`config.mk`:
```
export PLATFORM = sky130hd
export DESIGN_NAME = clk_meas_flat
export DESIGN_NICKNAME = d
export VERILOG_FILES = /design/src/rtl/clk_meas_pkg.sv /design/src/rtl/clk_meas_if.sv /design/src/rtl/clk_meas_div.sv /design/src/rtl/clk_meas.sv /design/src/flat_wrapper.sv
export SDC_FILE = /design/constraint.sdc
export NUM_CORES = 1
export LEC_CHECK = 0
export ABC_AREA = 1
export CAP_MARGIN = 0
export CORE_ASPECT_RATIO = 1.2
export CORE_MARGIN = 5
export CORE_UTILIZATION = 55
export DETAILED_ROUTE_END_ITERATION = 6
export PLACE_DENSITY_LB_ADDON = 0.2
export SYNTH_ARGS = -nofsm -noshare
export SYNTH_HDL_FRONTEND = slang
export SYNTH_HIERARCHICAL = 1
export SYNTH_SLANG_ARGS = --single-unit
```
`constraint.sdc`:
```
create_clock -name clk -period 4.2 [get_ports clk]
set_input_delay 0.84 -clock clk [delete_from_list [all_inputs] [get_ports clk]]
set_output_delay 0.84 -clock clk [all_outputs]
set_load 0.02 [all_outputs]
```
`src/rtl/clk_meas_pkg.sv`:
```
// Shared definitions for the clk_meas waveform characterizer:
// FSM state encoding, default counter width and duty-cycle output width.
package clk_meas_pkg;

    localparam int CNT_W_DEF = 16;
    localparam int DUTY_W    = 7;

    typedef enum logic [2:0] {
        S_IDLE,
        S_WAIT_REF,
        S_WAIT_RISE,
        S_HIGH,
        S_LOW,
        S_CALC,
        S_DONE,
        S_ERR
    } meas_state_t;

endpackage

```
`src/rtl/clk_meas_if.sv`:
```
// Control and result bus of clk_meas. The master side requests a
// measurement with start and collects the results; the slave side is the
// measuring block.
interface clk_meas_if import clk_meas_pkg::*; #(
    parameter int CNT_W = CNT_W_DEF
);
    logic              start;
    logic              busy;
    logic              done;
    logic              err;
    logic [CNT_W-1:0]  phase_cnt;
    logic [CNT_W-1:0]  ton_cnt;
    logic [CNT_W-1:0]  toff_cnt;
    logic [CNT_W:0]    period_cnt;
    logic [DUTY_W-1:0] duty_pct;

    modport master (
        output start,
        input  busy, done, err, phase_cnt, ton_cnt, toff_cnt, period_cnt, duty_pct
    );

    modport slave (
        input  start,
        output busy, done, err, phase_cnt, ton_cnt, toff_cnt, period_cnt, duty_pct
    );
endinterface

```
`src/rtl/clk_meas_div.sv`:
```
// Restoring divider for the duty-cycle percentage. One quotient bit per
// cycle, CNT_W+1 cycles per division. The dividend (ton*100) is always
// below divisor*2^(CNT_W+1) and the quotient never exceeds 100, so only
// DUTY_W quotient bits are kept; higher bits are always zero.
module clk_meas_div import clk_meas_pkg::*; #(
    parameter int CNT_W = CNT_W_DEF
) (
    input  logic              clk,
    input  logic              rst,
    input  logic              start_i,
    input  logic [CNT_W+6:0]  dividend_i,
    input  logic [CNT_W:0]    divisor_i,
    output logic              done_o,
    output logic [DUTY_W-1:0] quot_o
);
    localparam int N    = CNT_W + 1;
    localparam int W    = 2 * CNT_W + 8;
    localparam int IT_W = $clog2(N + 1);

    logic [W-1:0]      rem_q;
    logic [W-1:0]      dsr_q;
    logic [DUTY_W-1:0] quot_q;
    logic [IT_W-1:0]   it_q;
    logic              run_q;
    logic              done_q;
    logic              ge;

    // Trial subtraction: does the shifted divisor fit into the remainder?
    always_comb begin
        ge = (rem_q >= dsr_q);
    end

    // Load on start, then one restoring step per cycle until N bits are out.
    always_ff @(posedge clk) begin
        if (rst) begin
            rem_q  <= '0;
            dsr_q  <= '0;
            quot_q <= '0;
            it_q   <= '0;
            run_q  <= 1'b0;
            done_q <= 1'b0;
        end else begin
            done_q <= 1'b0;
            if (start_i) begin
                rem_q  <= W'(dividend_i);
                dsr_q  <= W'(divisor_i) << (N - 1);
                quot_q <= '0;
                it_q   <= '0;
                run_q  <= 1'b1;
            end else if (run_q) begin
                if (ge) begin
                    rem_q <= rem_q - dsr_q;
                end
                dsr_q  <= dsr_q >> 1;
                quot_q <= {quot_q[DUTY_W-2:0], ge};
                it_q   <= it_q + IT_W'(1);
                if (it_q == IT_W'(N - 1)) begin
                    run_q  <= 1'b0;
                    done_q <= 1'b1;
                end
            end
        end
    end

    assign done_o = done_q;
    assign quot_o = quot_q;
endmodule

```
`src/rtl/clk_meas.sv`:
```
// clk_meas: samples an asynchronous waveform and measures, in clk cycles,
// its phase to a reference rising edge, its high time, low time and period.
// Optional feature macro: CLK_MEAS_DUTY_EN builds the duty-cycle divider;
// without it duty_pct reads 0 and CALC takes a single cycle.
module clk_meas import clk_meas_pkg::*; #(
    parameter int CNT_W       = CNT_W_DEF,
    parameter int SYNC_STAGES = 2
) (
    input  logic       clk,
    input  logic       rst,
    input  logic       sig_in,
    input  logic       ref_in,
    clk_meas_if.slave  bus
);
    localparam logic [CNT_W-1:0] CNT_ONE = CNT_W'(1);
    localparam logic [CNT_W-1:0] CNT_MAX = '1;

    // Synchronizer chains; both inputs see identical latency so it cancels
    // out of every measured interval.
    for (genvar gi = 0; gi < SYNC_STAGES; gi++) begin : g_sync
        logic sig_q;
        logic ref_q;
        logic sig_src;
        logic ref_src;
        if (gi == 0) begin : g_src_first
            assign sig_src = sig_in;
            assign ref_src = ref_in;
        end else begin : g_src_chain
            assign sig_src = g_sync[gi-1].sig_q;
            assign ref_src = g_sync[gi-1].ref_q;
        end
        // One synchronizer stage per input.
        always_ff @(posedge clk) begin
            if (rst) begin
                sig_q <= 1'b0;
                ref_q <= 1'b0;
            end else begin
                sig_q <= sig_src;
                ref_q <= ref_src;
            end
        end
    end

    logic sig_s, ref_s, sig_prev_q, ref_prev_q;
    logic sig_rise, sig_fall, ref_rise;

    assign sig_s = g_sync[SYNC_STAGES-1].sig_q;
    assign ref_s = g_sync[SYNC_STAGES-1].ref_q;

    // Edge-detect flops behind the synchronizers.
    always_ff @(posedge clk) begin
        if (rst) begin
            sig_prev_q <= 1'b0;
            ref_prev_q <= 1'b0;
        end else begin
            sig_prev_q <= sig_s;
            ref_prev_q <= ref_s;
        end
    end

    assign sig_rise = sig_s & ~sig_prev_q;
    assign sig_fall = ~sig_s & sig_prev_q;
    assign ref_rise = ref_s & ~ref_prev_q;

    meas_state_t      state_q, state_d;
    logic [CNT_W-1:0] cnt_q, cnt_d;
    logic [CNT_W-1:0] phase_q, phase_d;
    logic [CNT_W-1:0] ton_q, ton_d;
    logic [CNT_W-1:0] toff_q, toff_d;
    logic [CNT_W:0]   period_q, period_d;
    logic             err_q, err_d;

`ifdef CLK_MEAS_DUTY_EN
    logic [DUTY_W-1:0] duty_q, duty_d;
    logic              div_start;
    logic              div_done;
    logic [DUTY_W-1:0] div_quot;
    logic [CNT_W+6:0]  div_dividend;
    logic [CNT_W:0]    div_divisor;

    // Operands are formed in the LOW cycle that sees the closing rise, so
    // the divisor equals the period being registered in that same cycle.
    assign div_dividend = {7'd0, ton_q} * (CNT_W+7)'(100);
    assign div_divisor  = {1'b0, ton_q} + {1'b0, cnt_q};

    clk_meas_div #(.CNT_W(CNT_W)) u_div (
        .clk        (clk),
        .rst        (rst),
        .start_i    (div_start),
        .dividend_i (div_dividend),
        .divisor_i  (div_divisor),
        .done_o     (div_done),
        .quot_o     (div_quot)
    );
`endif

    // Next-state and result logic; every count is the cycle distance
    // between two detected events, with a timeout at the counter limit.
    always_comb begin
        state_d  = state_q;
        cnt_d    = cnt_q;
        phase_d  = phase_q;
        ton_d    = ton_q;
        toff_d   = toff_q;
        period_d = period_q;
        err_d    = err_q;
`ifdef CLK_MEAS_DUTY_EN
        duty_d    = duty_q;
        div_start = 1'b0;
`endif
        case (state_q)
            S_IDLE: begin
                if (bus.start) begin
                    state_d  = S_WAIT_REF;
                    cnt_d    = CNT_ONE;
                    err_d    = 1'b0;
                    phase_d  = '0;
                    ton_d    = '0;
                    toff_d   = '0;
                    period_d = '0;
`ifdef CLK_MEAS_DUTY_EN
                    duty_d   = '0;
`endif
                end
            end
            S_WAIT_REF: begin
                if (ref_rise && sig_rise) begin
                    phase_d = '0;
                    cnt_d   = CNT_ONE;
                    state_d = S_HIGH;
                end else if (ref_rise) begin
                    cnt_d   = CNT_ONE;
                    state_d = S_WAIT_RISE;
                end else if (cnt_q == CNT_MAX) begin
                    state_d = S_ERR;
                end else begin
                    cnt_d = cnt_q + CNT_ONE;
                end
            end
            S_WAIT_RISE: begin
                if (sig_rise) begin
                    phase_d = cnt_q;
                    cnt_d   = CNT_ONE;
                    state_d = S_HIGH;
                end else if (cnt_q == CNT_MAX) begin
                    state_d = S_ERR;
                end else begin
                    cnt_d = cnt_q + CNT_ONE;
                end
            end
            S_HIGH: begin
                if (sig_fall) begin
                    ton_d   = cnt_q;
                    cnt_d   = CNT_ONE;
                    state_d = S_LOW;
                end else if (cnt_q == CNT_MAX) begin
                    state_d = S_ERR;
                end else begin
                    cnt_d = cnt_q + CNT_ONE;
                end
            end
            S_LOW: begin
                if (sig_rise) begin
                    toff_d   = cnt_q;
                    period_d = {1'b0, ton_q} + {1'b0, cnt_q};
                    state_d  = S_CALC;
`ifdef CLK_MEAS_DUTY_EN
                    div_start = 1'b1;
`endif
                end else if (cnt_q == CNT_MAX) begin
                    state_d = S_ERR;
                end else begin
                    cnt_d = cnt_q + CNT_ONE;
                end
            end
            S_CALC: begin
`ifdef CLK_MEAS_DUTY_EN
                if (div_done) begin
                    duty_d  = div_quot;
                    state_d = S_DONE;
                end
`else
                state_d = S_DONE;
`endif
            end
            S_DONE: begin
                state_d = S_IDLE;
            end
            S_ERR: begin
                phase_d  = '0;
                ton_d    = '0;
                toff_d   = '0;
                period_d = '0;
                err_d    = 1'b1;
`ifdef CLK_MEAS_DUTY_EN
                duty_d   = '0;
`endif
                state_d  = S_DONE;
            end
            default: begin
                state_d = S_IDLE;
            end
        endcase
    end

    // State and result registers.
    always_ff @(posedge clk) begin
        if (rst) begin
            state_q  <= S_IDLE;
            cnt_q    <= '0;
            phase_q  <= '0;
            ton_q    <= '0;
            toff_q   <= '0;
            period_q <= '0;
            err_q    <= 1'b0;
`ifdef CLK_MEAS_DUTY_EN
            duty_q   <= '0;
`endif
        end else begin
            state_q  <= state_d;
            cnt_q    <= cnt_d;
            phase_q  <= phase_d;
            ton_q    <= ton_d;
            toff_q   <= toff_d;
            period_q <= period_d;
            err_q    <= err_d;
`ifdef CLK_MEAS_DUTY_EN
            duty_q   <= duty_d;
`endif
        end
    end

    assign bus.busy       = (state_q != S_IDLE) && (state_q != S_DONE);
    assign bus.done       = (state_q == S_DONE);
    assign bus.err        = err_q;
    assign bus.phase_cnt  = phase_q;
    assign bus.ton_cnt    = ton_q;
    assign bus.toff_cnt   = toff_q;
    assign bus.period_cnt = period_q;
`ifdef CLK_MEAS_DUTY_EN
    assign bus.duty_pct   = duty_q;
`else
    assign bus.duty_pct   = '0;
`endif
endmodule

```
`src/flat_wrapper.sv`:
```
// flat-port wrapper written by rule: the top's interface ports become plain ports
module clk_meas_flat import clk_meas_pkg::*;
#(
    parameter int CNT_W       = CNT_W_DEF,
    parameter int SYNC_STAGES = 2
)
  (clk, rst, sig_in, ref_in, bus_start, bus_busy, bus_done, bus_err, bus_phase_cnt, bus_ton_cnt, bus_toff_cnt, bus_period_cnt, bus_duty_pct);
  clk_meas_if #(.CNT_W(CNT_W)) bus_i ();
  input  logic clk;
  input  logic rst;
  input  logic sig_in;
  input  logic ref_in;
  input wire logic [$bits(bus_i.start)-1:0] bus_start;
  output wire logic [$bits(bus_i.busy)-1:0] bus_busy;
  output wire logic [$bits(bus_i.done)-1:0] bus_done;
  output wire logic [$bits(bus_i.err)-1:0] bus_err;
  output wire logic [$bits(bus_i.phase_cnt)-1:0] bus_phase_cnt;
  output wire logic [$bits(bus_i.ton_cnt)-1:0] bus_ton_cnt;
  output wire logic [$bits(bus_i.toff_cnt)-1:0] bus_toff_cnt;
  output wire logic [$bits(bus_i.period_cnt)-1:0] bus_period_cnt;
  output wire logic [$bits(bus_i.duty_pct)-1:0] bus_duty_pct;
  assign bus_i.start = bus_start;
  assign bus_busy = bus_i.busy;
  assign bus_done = bus_i.done;
  assign bus_err = bus_i.err;
  assign bus_phase_cnt = bus_i.phase_cnt;
  assign bus_ton_cnt = bus_i.ton_cnt;
  assign bus_toff_cnt = bus_i.toff_cnt;
  assign bus_period_cnt = bus_i.period_cnt;
  assign bus_duty_pct = bus_i.duty_pct;
  clk_meas #(.CNT_W(CNT_W), .SYNC_STAGES(SYNC_STAGES)) u_core (.clk(clk), .rst(rst), .sig_in(sig_in), .ref_in(ref_in), .bus(bus_i));
endmodule
```
Word-level counts from Yosys, hierarchy flattened --
Cells that the tools add are included.
Word-level totals: memory bits (read-only) 0, memory bits (writable) 0, memories kept 0, register bits after elaboration 91, output and inout bits 75, latch bits 0, logic and storage cells 79
Cells by class: reductions and logical operators 15, add/sub/neg operators 2, multiply operators 0, $lt $le $gt $ge 0, mux-type cells 28, bitwise operators 6, equal/unequal tests 15, div/mod/pow operators 0, shifts and indexed selects 0
Operator list (count):
- $mux 16 | 11
- $pmux 16 s3 | 2
- $pmux 16 s5 | 1
- $pmux 16 s4 | 1
- $pmux 17 s3 | 1
- $mux 17 | 2
- $mux 3 | 7
- $pmux 3 s7 | 1
- $add 16x16->17 | 1
- $add 16x1->16 const B | 1
- $eq 16x16->1 const B | 1
- $eq 3x3->1 const B | 4
- $reduce_and 3->1 | 3
- $reduce_bool 3->1 | 3
- $ne 2x1->1 const B | 4
- $eq 3x2->1 const B | 2
- $reduce_bool 5->1 | 1
- $ne 2x2->1 const B | 2
- $reduce_and 4->1 | 1
- $reduce_bool 4->1 | 1
- $and 1x1->1 | 3
- $eq 3x1->1 const B | 1
- $logic_not 3->1 | 1
- $ne 3x3->1 const B | 1
- 7 further kinds | 10

Depth between registers and ports, before layout --
Gate-level depths: netlist (run 1).
word-level depth 5, gate-level depth with buffers 13, mapped depth without buffers 12

Worst setup path after synthesis (run 1) --
No wires, ideal clock.
path type reg-to-output, start reg u_core.state_q[0], end out bus_busy, path buffers 1, slack 2.267 ns, data arrival time 1.093 ns, stages on the path, launching flop included 6, path through dfxtp_1 > buf_6 > inv_1 > nand2_1 > nor2_1 > nor2_1
Between the ends: word-level cells in the longest chain between the ends 2
RTL lines:
- start, declared | line clk_meas.sv:65 | meas_state_t state_q, state_d;
- start signal, assigned | line clk_meas.sv:220 | state_q <= state_d;
- $ne 3x3->1 or $reduce_bool 3->1 (tied branches) | line clk_meas.sv:233 | assign bus.busy = (state_q != S_IDLE) && (state_q != S_DONE);
- $logic_and 1x1->1 (*) | line clk_meas.sv:233
- end, declared | line flat_wrapper.sv:14 | output wire logic [$bits(bus_i.busy)-1:0] bus_busy;
Mark *: on every way between the ends. The rest lies on a longest branch, timed or not.

Final worst setup path (run 1) --
Ends and elaborated chain as after synthesis.

==> results of run 1 <==
==> registers in the layout, indices dropped and copies added (netlist names) <==
name                   count
u_core/bus.period_cnt     17
u_core/bus.phase_cnt      16
u_core/bus.toff_cnt       16
u_core/bus.ton_cnt        16
u_core/cnt_q              16
u_core/state_q             3
u_core/g_sync.ref_q        2
u_core/g_sync.sig_q        2
u_core/bus.err             1
u_core/ref_prev_q          1
u_core/sig_prev_q          1
==> through the flow <==
step / cells / hold slack (ns) / setup slack [ns]
after global placement: 876 / 0.391 / 1.72
after floorplan: 714 / 0.388 / 2.27
final: 892 / 0.410 / 1.36
after detailed placement: 876 / 0.400 / 1.67
after global routing: 892 / 0.452 / 1.25
after CTS: 892 / 0.414 / 1.35
==> kinds of logic (layout without fill, tap and decap cells) <==
family,Yosys count,after routing,share of synthesized area [%]
AO/OA/AOI/OAI,98,98,11.2
XOR/XNOR,7,7,1.23
adder cells (fa/ha/maj),18,18,4.67
buffers and inverters,108,166,9.95
flip-flops,91,91,36.6
other,1,7,0.0753
AND/OR/NAND/NOR,385,385,36.3
==> layer usage <==
layer  vias to the layer above  share of wire (%)
li1                       2366                  -
met4                         0                2.6
met1                      2159                 42
met3                        25                4.4
met2                       122                 51
met5                         -                  0
==> cells in the final DEF (no fill, tap or decap), types with 3 or more instances in the layout <==
| cell | synthesis | layout |
|---|---|---|
| sky130_fd_sc_hd__nand2_1 | 230 | 230 |
| sky130_fd_sc_hd__dfxtp_1 | 91 | 91 |
| sky130_fd_sc_hd__a21oi_1 | 76 | 76 |
| sky130_fd_sc_hd__clkdlybuf4s50_1 | 0 | 71 |
| sky130_fd_sc_hd__inv_1 | 65 | 65 |
| sky130_fd_sc_hd__nand3_1 | 49 | 49 |
| sky130_fd_sc_hd__nor2_1 | 41 | 41 |
| sky130_fd_sc_hd__ha_1 | 17 | 17 |
| sky130_fd_sc_hd__nand2_2 | 14 | 14 |
| sky130_fd_sc_hd__a21oi_2 | 11 | 11 |
| sky130_fd_sc_hd__clkbuf_8 | 0 | 10 |
| sky130_fd_sc_hd__nand4_1 | 9 | 9 |
| sky130_fd_sc_hd__nor2_2 | 7 | 7 |
| sky130_fd_sc_hd__conb_1 | 1 | 7 |
| sky130_fd_sc_hd__inv_2 | 6 | 6 |
| sky130_fd_sc_hd__nor2_4 | 5 | 5 |
| sky130_fd_sc_hd__xor2_1 | 5 | 5 |
| sky130_fd_sc_hd__or2_2 | 4 | 4 |
| sky130_fd_sc_hd__nand3_2 | 4 | 4 |
| sky130_fd_sc_hd__nor3_1 | 4 | 4 |
| sky130_fd_sc_hd__nor2_8 | 3 | 3 |
| sky130_fd_sc_hd__nand3b_1 | 3 | 3 |
| sky130_fd_sc_hd__nand2_4 | 3 | 3 |
==> power by group <==
group / internal, mW / leakage [nW] / switching (mW)
clock network: 0.291 / 0.0926 / 0.315
logic: 0.0339 / 1.50 / 0.102
registers: 0.868 / 0.734 / 0.0100
total: 1.19 / 2.32 / 0.426
==> layout make-up <==
class	count	area [um^2]	area share, %
flip-flops and latches	91	1820	31.0
repair buffers	74	731	12.4
well taps	120	150	2.55
clock inverters	4	50.0	0.851
inverters	76	297	5.04
multi-input cells	515	2690	45.7
clock buffers	12	145	2.47
==> worst reg2reg max path, cell delays in order (launching register included) <==
cell                      delay [ns]
sky130_fd_sc_hd__dfxtp_1        0.32
sky130_fd_sc_hd__inv_1          0.07
sky130_fd_sc_hd__nor2_2         0.27
sky130_fd_sc_hd__inv_1          0.12
sky130_fd_sc_hd__nor2_2         0.79
sky130_fd_sc_hd__buf_4          0.36
sky130_fd_sc_hd__nand3_1        0.11
sky130_fd_sc_hd__a21oi_1        0.13
==> path summary, 6_finish.rpt <==
check / slack [ns] / start / cells after the start / end
hold reg to reg: 0.41 / u_core/g_sync[0].ref_q$_SDFF_PP0_ / 2 / u_core/g_sync[1].ref_q$_SDFF_PP0_
setup / recovery: 1.36 / u_core/state_q[0]$_SDFFE_PP0N_ / 5 / bus_busy
setup reg to reg: 1.96 / u_core/g_sync[1].sig_q$_SDFF_PP0_ / 7 / u_core/bus.period_cnt[14]$_SDFFE_PP0P_
hold / removal: 0.41 / u_core/g_sync[0].ref_q$_SDFF_PP0_ / 2 / u_core/g_sync[1].ref_q$_SDFF_PP0_
==> flow_metrics.py, run 1 <==
metrics = {
    "run_status": {
        "outcome": "complete, no violations",
    },
    "timing": {
        "fin_crit_sh_pct": 67.6,
        "timing_hold_violations_final": 0,
        "tightestPinTransition_ns": 1.19,
        "setup_violations": 0,
        "clock_skew_ns": 0.00541,
        "finalSetupTns_ns": 0,
        "timing.final.max_slew_violations": 0,
        "grt_setup_unrepaired": "false",
        "finalCriticalPeriod_ns": 2.84,
        "timing.max_slew.rel_slack_pct": 20.6,
        "clock.fmax_mhz": 352,
    },
    "grt": {
        "pin_count_of_the_biggest_net_entering_global_routing": 56,
        "grt.met3_usage_pct": 4.69,
        "gr-usage-all-layers_pct": 23.5,
        "initial_antenna_violation_count": 0,
        "gr-usage-met2_pct": 41.9,
        "grt_pass1_wl_um": 21200,
        "globalRoute.totalOverflow": 0,
        "grt_pass1_vias": 4464,
        "grt_most_used_layer": "met2",
        "use_met1_pct": 27.3,
    },
    "yosys": {
        "yosysSeqAreaShare_pct": 36.6,
        "synth_area_leaders": "sky130_fd_sc_hd__dfxtp_1, sky130_fd_sc_hd__nand2_1, sky130_fd_sc_hd__a21oi_1",
        "post_synth_instance_area_um2": 4980,
        "ys_top_cells_by_count": "sky130_fd_sc_hd__nand2_1, sky130_fd_sc_hd__dfxtp_1, sky130_fd_sc_hd__a21oi_1",
        "yosys_warnings": 6,
        "synth-seq-cells": 91,
        "synthCells": 708,
        "synthDominantAreaCellType": "sky130_fd_sc_hd__dfxtp_1",
        "mean_syn_cell_area_um2": 7.03,
        "synth_enable_flop_cells": 0,
        "yosysUniqueCellTypes": 45,
        "synth_ff_type": "sky130_fd_sc_hd__dfxtp_1",
        "yosys.area.top_type_share_pct": 36.6,
        "yosysMostFrequentCell": "sky130_fd_sc_hd__nand2_1",
        "async_flop_share_pct": 0,
    },
    "clocking": {
        "clk_pin_slew_ns": 0.08,
        "cts_tree": "done",
        "clock-root-buffer": "sky130_fd_sc_hd__clkbuf_8",
        "cts_repair_resize_count": 0,
        "cts_made_buffers": 9,
        "ctsLongestPathBuffers": 2,
        "post_cts_buffers": 0,
        "cts.sink_count": 91,
        "ctsHoldBuffers": 0,
        "clk_latency_ns": 0.37,
        "cts.htree.levels": 3,
    },
    "detailed_routing": {
        "wl_per_cell_um": 14.2,
        "wire_length_reported_by_the_detailed_router_um": 12700,
        "drt_drc_violations_left": 0,
        "vias_per_cell": 5.24,
        "dr_iter_0_viols": 258,
        "detail_route.first_pass.iterations": 5,
        "residual_antenna_violating_net_count_after_detailed_routing": 0,
        "routed-via-count": 4672,
    },
    "placed_design": {
        "placed_area_um2": 5680,
        "dp_hpwl_um": 9320,
        "place.gp.congestion": 0.982,
        "port-buffer-count": 72,
    },
    "worst_setup_path": {
        "critical_path_end_type": "output pin",
        "worstSetupStartpointType": "flop",
        "timing.critical_path.fanout_max": 8,
        "crit_path_max_delay_family": "buffers and inverters",
        "critical_path_buf_inv_count": 2,
        "critPathSlowestCell": "sky130_fd_sc_hd__clkdlybuf4s50_1",
        "critPathArrivalTime_ns": 2.00,
        "timing.setup.critical_path_class": "flop to output pin",
        "worst-endpoint-required_ns": 3.36,
        "worst_path_largest_cell_delay_ns": 0.60,
        "critical-path-top-cell-by-count": "sky130_fd_sc_hd__nor2_1",
        "critical_path.cell_chain": "inv_1 > nand2_1 > nor2_1 > nor2_1 > clkdlybuf4s50_1",
    },
    "floorplanning": {
        "placement_rows": 38,
        "die_area_um2": 11100,
        "core_area_um2": 8940,
        "die_width_um": 96.9,
        "die_y_um": 114,
        "ioPinCount": 80,
        "initial_core_util_pct": 55.7,
    },
    "pwr": {
        "max-vdd-ir-drop_mv": 0.175,
        "cellPowerDensity_nw_per_um2": 275,
        "cellLeakagePower_nw": 2.32,
        "total_power_mw": 1.62,
    },
    "finish": {
        "final_core_util_pct": 65.8,
        "final_cell_area_um2": 5880,
        "areaGrowthSynthToFinish_pct": 18.1,
        "post_route_cells_drive_above_1_share_pct": 11.1,
        "diodes": 0,
        "nFillCells": 846,
        "finish.net_count": 790,
    },
    "hold_path": {
        "hold_class": "flop to flop",
    },
    "flow_run": {
        "max_cap_viol_count": 0,
    },
}
Power figures use the tool's default switching activity.
==> run 2: changes to the inputs <==
CORE_UTILIZATION = 54   (was 55)
clock period = 2.75 ns   (was 4.2 ns; I/O delays follow)
==> run 2 against run 1 <==
Compared with the run above: core utilization about the same; clock skew up 0.0054 ns; worst setup slack lost 1.1 ns; count of clock-buffer cells in the layout down 2; worst hold slack got worse by 0.0030 ns; via count fell by 0.45%; global-route usage shrank 0.63 points; combinational power grew 60%; register-to-register slack lost 1.3 ns; non-clock buffer count up 6; clock power grew 59%.
==> flow_metrics.py, run 2 (synthesized netlist as in run 1, its figures left out) <==
metrics = {
    "timing": {
        "finalSetupTns_ns": 0,
        "fin_worst_hold_slack_ns": 0.407,
        "grt_setup_unrepaired": "false",
        "fin_crit_sh_pct": 91.6,
        "clock.fmax_mhz": 397,
        "clock_skew_ns": 0.0108,
        "finalCriticalPeriod_ns": 2.52,
        "postLayoutSetupSlackWorst_ns": 0.230,
        "setup_violations": 0,
        "timing.final.max_slew_violations": 0,
        "tightestPinTransition_ns": 0.602,
        "timing.max_slew.rel_slack_pct": 59.8,
        "timing_hold_violations_final": 0,
    },
    "finish": {
        "diodes": 0,
        "highest_count_cells_in_the_layout_ignoring_fill_and_taps": "sky130_fd_sc_hd__nand2_1, sky130_fd_sc_hd__dfxtp_1, sky130_fd_sc_hd__a21oi_1",
        "finish.cell_count_without_fillers": 898,
        "nFillCells": 846,
        "register_area_um2": 1820,
        "areaGrowthSynthToFinish_pct": 19.3,
        "post_route_cells_drive_above_1_share_pct": 12.1,
        "flip_flop_count_of_the_largest_register_after_layout": 17,
        "layout_commonest_cell": "sky130_fd_sc_hd__nand2_1",
        "finish.net_count": 796,
        "multi_input_comb_area_um2": 2690,
    },
    "pwr": {
        "switching_power_uw": 681,
        "max-vdd-ir-drop_mv": 0.307,
        "power_frac_seq_pct": 53.1,
        "total_power_mw": 2.52,
        "cellPowerDensity_nw_per_um2": 424,
        "cellLeakagePower_nw": 2.37,
        "combPwrFrac_pct": 8.6,
        "p_clk_share_pct": 38.3,
        "power.share.switching_pct": 27.1,
        "cellInternalPower_mw": 1.84,
    },
    "floorplanning": {
        "die_y_um": 115,
        "ioPinCount": 80,
        "die_width_um": 97.7,
        "core_area_um2": 9030,
        "placement_rows": 38,
        "initial_core_util_pct": 55.1,
        "die_area_um2": 11300,
    },
    "grt": {
        "initial_antenna_violation_count": 0,
        "grt_pass1_vias": 4397,
        "globalRoute.totalOverflow": 0,
        "pin_count_of_the_biggest_net_entering_global_routing": 34,
        "gr-usage-all-layers_pct": 22.8,
        "grt_pass1_wl_um": 20800,
    },
    "placed_design": {
        "dp_hpwl_um": 9600,
        "place.gp.congestion": 0.877,
        "dpl.cell_count": 882,
        "port-buffer-count": 72,
        "detailedPlace.worstSlack_ns": 0.634,
    },
    "worst_setup_path": {
        "start_point_of_the_critical_path": "u_core/state_q[0]$_SDFFE_PP0N_",
        "critical_path_end_type": "output pin",
        "timing.setup.critical_path_class": "flop to output pin",
        "worstSetupStartpointType": "flop",
        "timing.critical_path.fanout_max": 8,
        "worstReg2RegStart": "u_core/cnt_q[0]$_SDFFE_PP0P_",
        "reg2regPathDepth": 13,
        "critPathArrivalTime_ns": 1.97,
        "worst-endpoint-required_ns": 2.20,
    },
    "clocking": {
        "cts.sink_count": 91,
        "ctsHoldBuffers": 0,
        "cts_repair_resize_count": 0,
        "clk_pin_slew_ns": 0.09,
        "clk_latency_ns": 0.37,
        "cts_made_buffers": 9,
        "post_cts_buffers": 0,
        "ctsLongestPathBuffers": 2,
        "cts.htree.levels": 3,
        "cts_tree": "done",
        "clock-root-buffer": "sky130_fd_sc_hd__clkbuf_8",
    },
    "detailed_routing": {
        "residual_antenna_violating_net_count_after_detailed_routing": 0,
        "drt_drc_violations_left": 0,
        "detail_route.first_pass.iterations": 4,
        "wire_length_reported_by_the_detailed_router_um": 12800,
        "routed-via-count": 4651,
        "wl_per_cell_um": 14.3,
        "vias_per_cell": 5.18,
        "dr_iter_0_viols": 220,
    },
    "hold_path": {
        "min_delay_path_depth": 2,
        "hold_class": "flop to flop",
        "holdCritStartpoint": "u_core/g_sync[0].ref_q$_SDFF_PP0_",
    },
    "flow_run": {
        "max_cap_viol_count": 0,
    },
    "run_status": {
        "outcome": "complete, no violations",
    },
}
run 2: cell types whose count changed in the layout (fill, tap and decap cells not counted), sizes merged:
cell | before | now
clkbuf | 12 | 10
clkinvlp | 2 | 1
buf | 3 | 9
clkinv | 4 | 6
inv | 73 | 74
run 2: layout make-up:
class	instances	share of cell area [%]
Clock buffer	10	2.32
Clock inverter	6	1.22
Inverter	76	4.99
Multi-Input combinational cell	515	45.2
Sequential cell	91	30.7
Tap cell	120	2.53
Timing Repair Buffer	80	13.1
run 2: power groups by stage:
stage | Clock [mW] | Sequential [mW] | Combinational (mW)
final | 0.964 | 1.34 | 0.216
after floorplan | 0 | 1.36 | 0.190
after global placement | 0 | 1.37 | 0.211
after CTS | 0.978 | 1.34 | 0.217
after global routing | 1.04 | 1.34 | 0.238
after detailed placement | 0 | 1.37 | 0.216
run 2: per-stage QoR:
stage | cell area [um^2] | util (%)
after floorplan | 5000 | -
after global placement | 5730 | 63.4
after detailed placement | 5730 | 63.4
after CTS | 5940 | 65.7
after global routing | 5940 | 65.7
final | 5940 | 65.7
run 2: worst paths after layout:
kind / end / slack, ns
max: bus_busy / 0.23
min: u_core/g_sync[1].ref_q$_SDFF_PP0_ / 0.41
max reg2reg: u_core/bus.period_cnt[16]$_SDFFE_PP0P_ / 0.71
min reg2reg: u_core/g_sync[1].ref_q$_SDFF_PP0_ / 0.41
run 2: worst max-delay path, cell delays in order, from the launching register on:
cell and delay (ns):
sky130_fd_sc_hd__dfxtp_1 0.58, sky130_fd_sc_hd__inv_1 0.16, sky130_fd_sc_hd__nand2_1 0.11, sky130_fd_sc_hd__nor2_1 0.06
sky130_fd_sc_hd__nor2_1 0.10, sky130_fd_sc_hd__clkdlybuf4s50_1 0.60
run 2: routing by layer:
metal | share of wire [%] | GRT usage (%) | up-vias | wire [um]
met5 | 0 | 0 | - | 0
met1 | 41 | 26.1 | 2139 | 5260
met3 | 4.1 | 2.61 | 12 | 519
li1 | - | - | 2385 | -
met4 | 1.6 | 8.68 | 0 | 200
met2 | 53 | 43.6 | 115 | 6830
==> run 3: changes to the inputs <==
CORE_ASPECT_RATIO = 1.25   (was 1.2)
==> run 3 against run 2 <==
Compared with the run above: sequential share of layout area fell by 0.50 points; combinational power fell by 3%; largest power group unchanged; clock power rose by 30%; clock skew fell by 0.0011 ns; sequential power barely moved; flip-flop and latch count did not move; first-iteration DRC count rose by 21%; non-clock buffer count fell by 1; global-route usage rose by 0.93 points; routed wire length rose by 1.5%; maximum frequency rose by 2.6%; via count rose by 2.6%.
==> flow_metrics.py, run 3 (synthesized netlist as in run 1, its figures left out) <==
metrics = {
    "finish": {
        "flip_flop_count_of_the_largest_register_after_layout": 17,
        "highest_count_cells_in_the_layout_ignoring_fill_and_taps": "sky130_fd_sc_hd__nand2_1, sky130_fd_sc_hd__dfxtp_1, sky130_fd_sc_hd__a21oi_1",
        "finish.net_count": 795,
        "diodes": 0,
        "nFillCells": 829,
        "post_route_cells_drive_above_1_share_pct": 11.8,
        "layout_commonest_cell": "sky130_fd_sc_hd__nand2_1",
        "areaGrowthSynthToFinish_pct": 21.3,
    },
    "clocking": {
        "ctsHoldBuffers": 0,
        "cts.htree.levels": 3,
        "clock-root-buffer": "sky130_fd_sc_hd__clkbuf_16",
        "ctsLongestPathBuffers": 2,
        "cts_tree": "done",
        "post_cts_buffers": 0,
        "clk_latency_ns": 0.34,
        "cts.sink_count": 91,
        "clk_pin_slew_ns": 0.06,
        "cts_made_buffers": 9,
        "cts_repair_resize_count": 0,
    },
    "grt": {
        "globalRoute.totalOverflow": 0,
        "grt_pass1_vias": 4588,
        "pin_count_of_the_biggest_net_entering_global_routing": 59,
        "initial_antenna_violation_count": 0,
        "gr-usage-all-layers_pct": 23.8,
        "grt_pass1_wl_um": 21500,
    },
    "pwr": {
        "cellPowerDensity_nw_per_um2": 464,
        "power_frac_seq_pct": 47.8,
        "max-vdd-ir-drop_mv": 0.283,
        "total_power_mw": 2.80,
        "power.share.switching_pct": 25.1,
        "cellLeakagePower_nw": 2.41,
        "cellInternalPower_mw": 2.10,
        "switching_power_uw": 703,
        "p_clk_share_pct": 44.7,
        "combPwrFrac_pct": 7.5,
    },
    "worst_setup_path": {
        "critPathArrivalTime_ns": 1.91,
        "critical_path_end_type": "output pin",
        "worst-endpoint-required_ns": 2.20,
        "timing.critical_path.fanout_max": 8,
        "worstReg2RegStart": "u_core/cnt_q[0]$_SDFFE_PP0P_",
        "worstSetupStartpointType": "flop",
        "rr_endpoint": "u_core/bus.period_cnt[16]$_SDFFE_PP0P_",
        "r2r_slack_ns": 0.67,
        "reg2regPathDepth": 12,
        "timing.setup.critical_path_class": "flop to output pin",
    },
    "timing": {
        "timing.final.max_slew_violations": 0,
        "tightestPinTransition_ns": 0.551,
        "finalCriticalPeriod_ns": 2.46,
        "timing_hold_violations_final": 0,
        "fin_crit_sh_pct": 89.3,
        "clock_skew_ns": 0.00974,
        "setup_violations": 0,
        "finalSetupTns_ns": 0,
        "fin_worst_hold_slack_ns": 0.407,
        "clock.fmax_mhz": 407,
        "timing.max_slew.rel_slack_pct": 63.2,
        "grt_setup_unrepaired": "false",
    },
    "floorplanning": {
        "die_width_um": 95.9,
        "die_area_um2": 11300,
        "initial_core_util_pct": 54.9,
        "placement_rows": 39,
        "core_area_um2": 9080,
        "ioPinCount": 80,
        "die_y_um": 117,
    },
    "detailed_routing": {
        "routed-via-count": 4772,
        "residual_antenna_violating_net_count_after_detailed_routing": 0,
        "drt_drc_violations_left": 0,
        "dr_iter_0_viols": 266,
        "vias_per_cell": 5.30,
        "detail_route.first_pass.iterations": 5,
        "wire_length_reported_by_the_detailed_router_um": 13000,
        "wl_per_cell_um": 14.4,
    },
    "hold_path": {
        "holdCritStartpoint": "u_core/g_sync[0].ref_q$_SDFF_PP0_",
        "hold_class": "flop to flop",
        "min_to": "u_core/g_sync[1].ref_q$_SDFF_PP0_",
        "min_delay_path_depth": 2,
    },
    "flow_run": {
        "max_cap_viol_count": 0,
    },
    "placed_design": {
        "port-buffer-count": 72,
        "dp_hpwl_um": 9640,
        "place.gp.congestion": 0.945,
    },
    "run_status": {
        "outcome": "complete, no violations",
    },
}
run 3: cell types whose count changed in the layout (fill, tap and decap cells not counted):
cell and change:
sky130_fd_sc_hd__buf_12 +1, sky130_fd_sc_hd__clkinv_4 -3, sky130_fd_sc_hd__clkbuf_1 +1, sky130_fd_sc_hd__clkbuf_16 +9
sky130_fd_sc_hd__buf_4 -2, sky130_fd_sc_hd__clkinv_2 +1, sky130_fd_sc_hd__inv_6 +1, sky130_fd_sc_hd__clkbuf_8 -10
sky130_fd_sc_hd__inv_8 +1
run 3: area by class of cell:
type                            instances  area (um^2)  share of cell area, %
Inverter                               76          297                   4.91
Clock inverter                          6         71.3                   1.18
Tap cell                              123          154                   2.55
Multi-Input combinational cell        515         2690                   44.5
Clock buffer                           10          229                   3.79
Timing Repair Buffer                   79          781                   12.9
Sequential cell                        91         1820                   30.2
run 3: worst max path at each step:
| stage | start | end | slack, ns | cells past startpoint |
|---|---|---|---|---|
| 2_1_floorplan | u_core/bus.ton_cnt[0]$_SDFFE_PP0P_ | u_core/bus.period_cnt[16]$_SDFFE_PP0P_ | 0.96 | 12 |
| 3_3_place_gp | bus_start | u_core/bus.phase_cnt[15]$_SDFFE_PP0P_ | 0.68 | 10 |
| 3_5_place_dp | u_core/state_q[0]$_SDFFE_PP0N_ | bus_busy | 0.63 | 5 |
| 4_1_cts | u_core/state_q[0]$_SDFFE_PP0N_ | bus_busy | 0.27 | 5 |
| 5_1_grt | u_core/state_q[0]$_SDFFE_PP0N_ | bus_busy | 0.13 | 5 |
| 6_report | u_core/state_q[0]$_SDFFE_PP0N_ | bus_busy | 0.29 | 5 |
run 3: critical path: stages, from the launching register on:
cell and delay, ns:
sky130_fd_sc_hd__dfxtp_1 0.57, sky130_fd_sc_hd__inv_1 0.15, sky130_fd_sc_hd__nand2_1 0.10, sky130_fd_sc_hd__nor2_1 0.05, sky130_fd_sc_hd__nor2_1 0.09, sky130_fd_sc_hd__clkdlybuf4s50_1 0.60
run 3: power by group through the flow:
stage	Sequential (mW)	Clock, mW	Combinational, mW
global route	1.34	1.34	0.231
CTS	1.34	1.28	0.209
finish	1.34	1.25	0.209
detailed placement	1.37	0	0.209
global placement	1.37	0	0.204
floorplan	1.36	0	0.190
run 3: through the flow:
stage / util [%] / worst slack [ns] / cell area, um^2 / std cells
2_1_floorplan: - / 0.958 / 5000 / 714
3_3_place_gp: 63.2 / 0.683 / 5740 / 884
3_5_place_dp: 63.2 / 0.628 / 5740 / 884
4_1_cts: 66.5 / 0.270 / 6040 / 900
5_1_grt: 66.5 / 0.130 / 6040 / 900
6_report: 66.5 / 0.293 / 6040 / 900
run 3: layer usage:
metal  routed length [um]  GRT usage, %  vias to the layer above  part of all wire, %
met4                  405          11.7                        0                  3.1
met1                 5150          27.6                     2185                   40
met5                    0             0                        -                    0
li1                     -             -                     2383                    -
met2                 6760          41.6                      178                   52
met3                  685          3.07                       26                  5.3
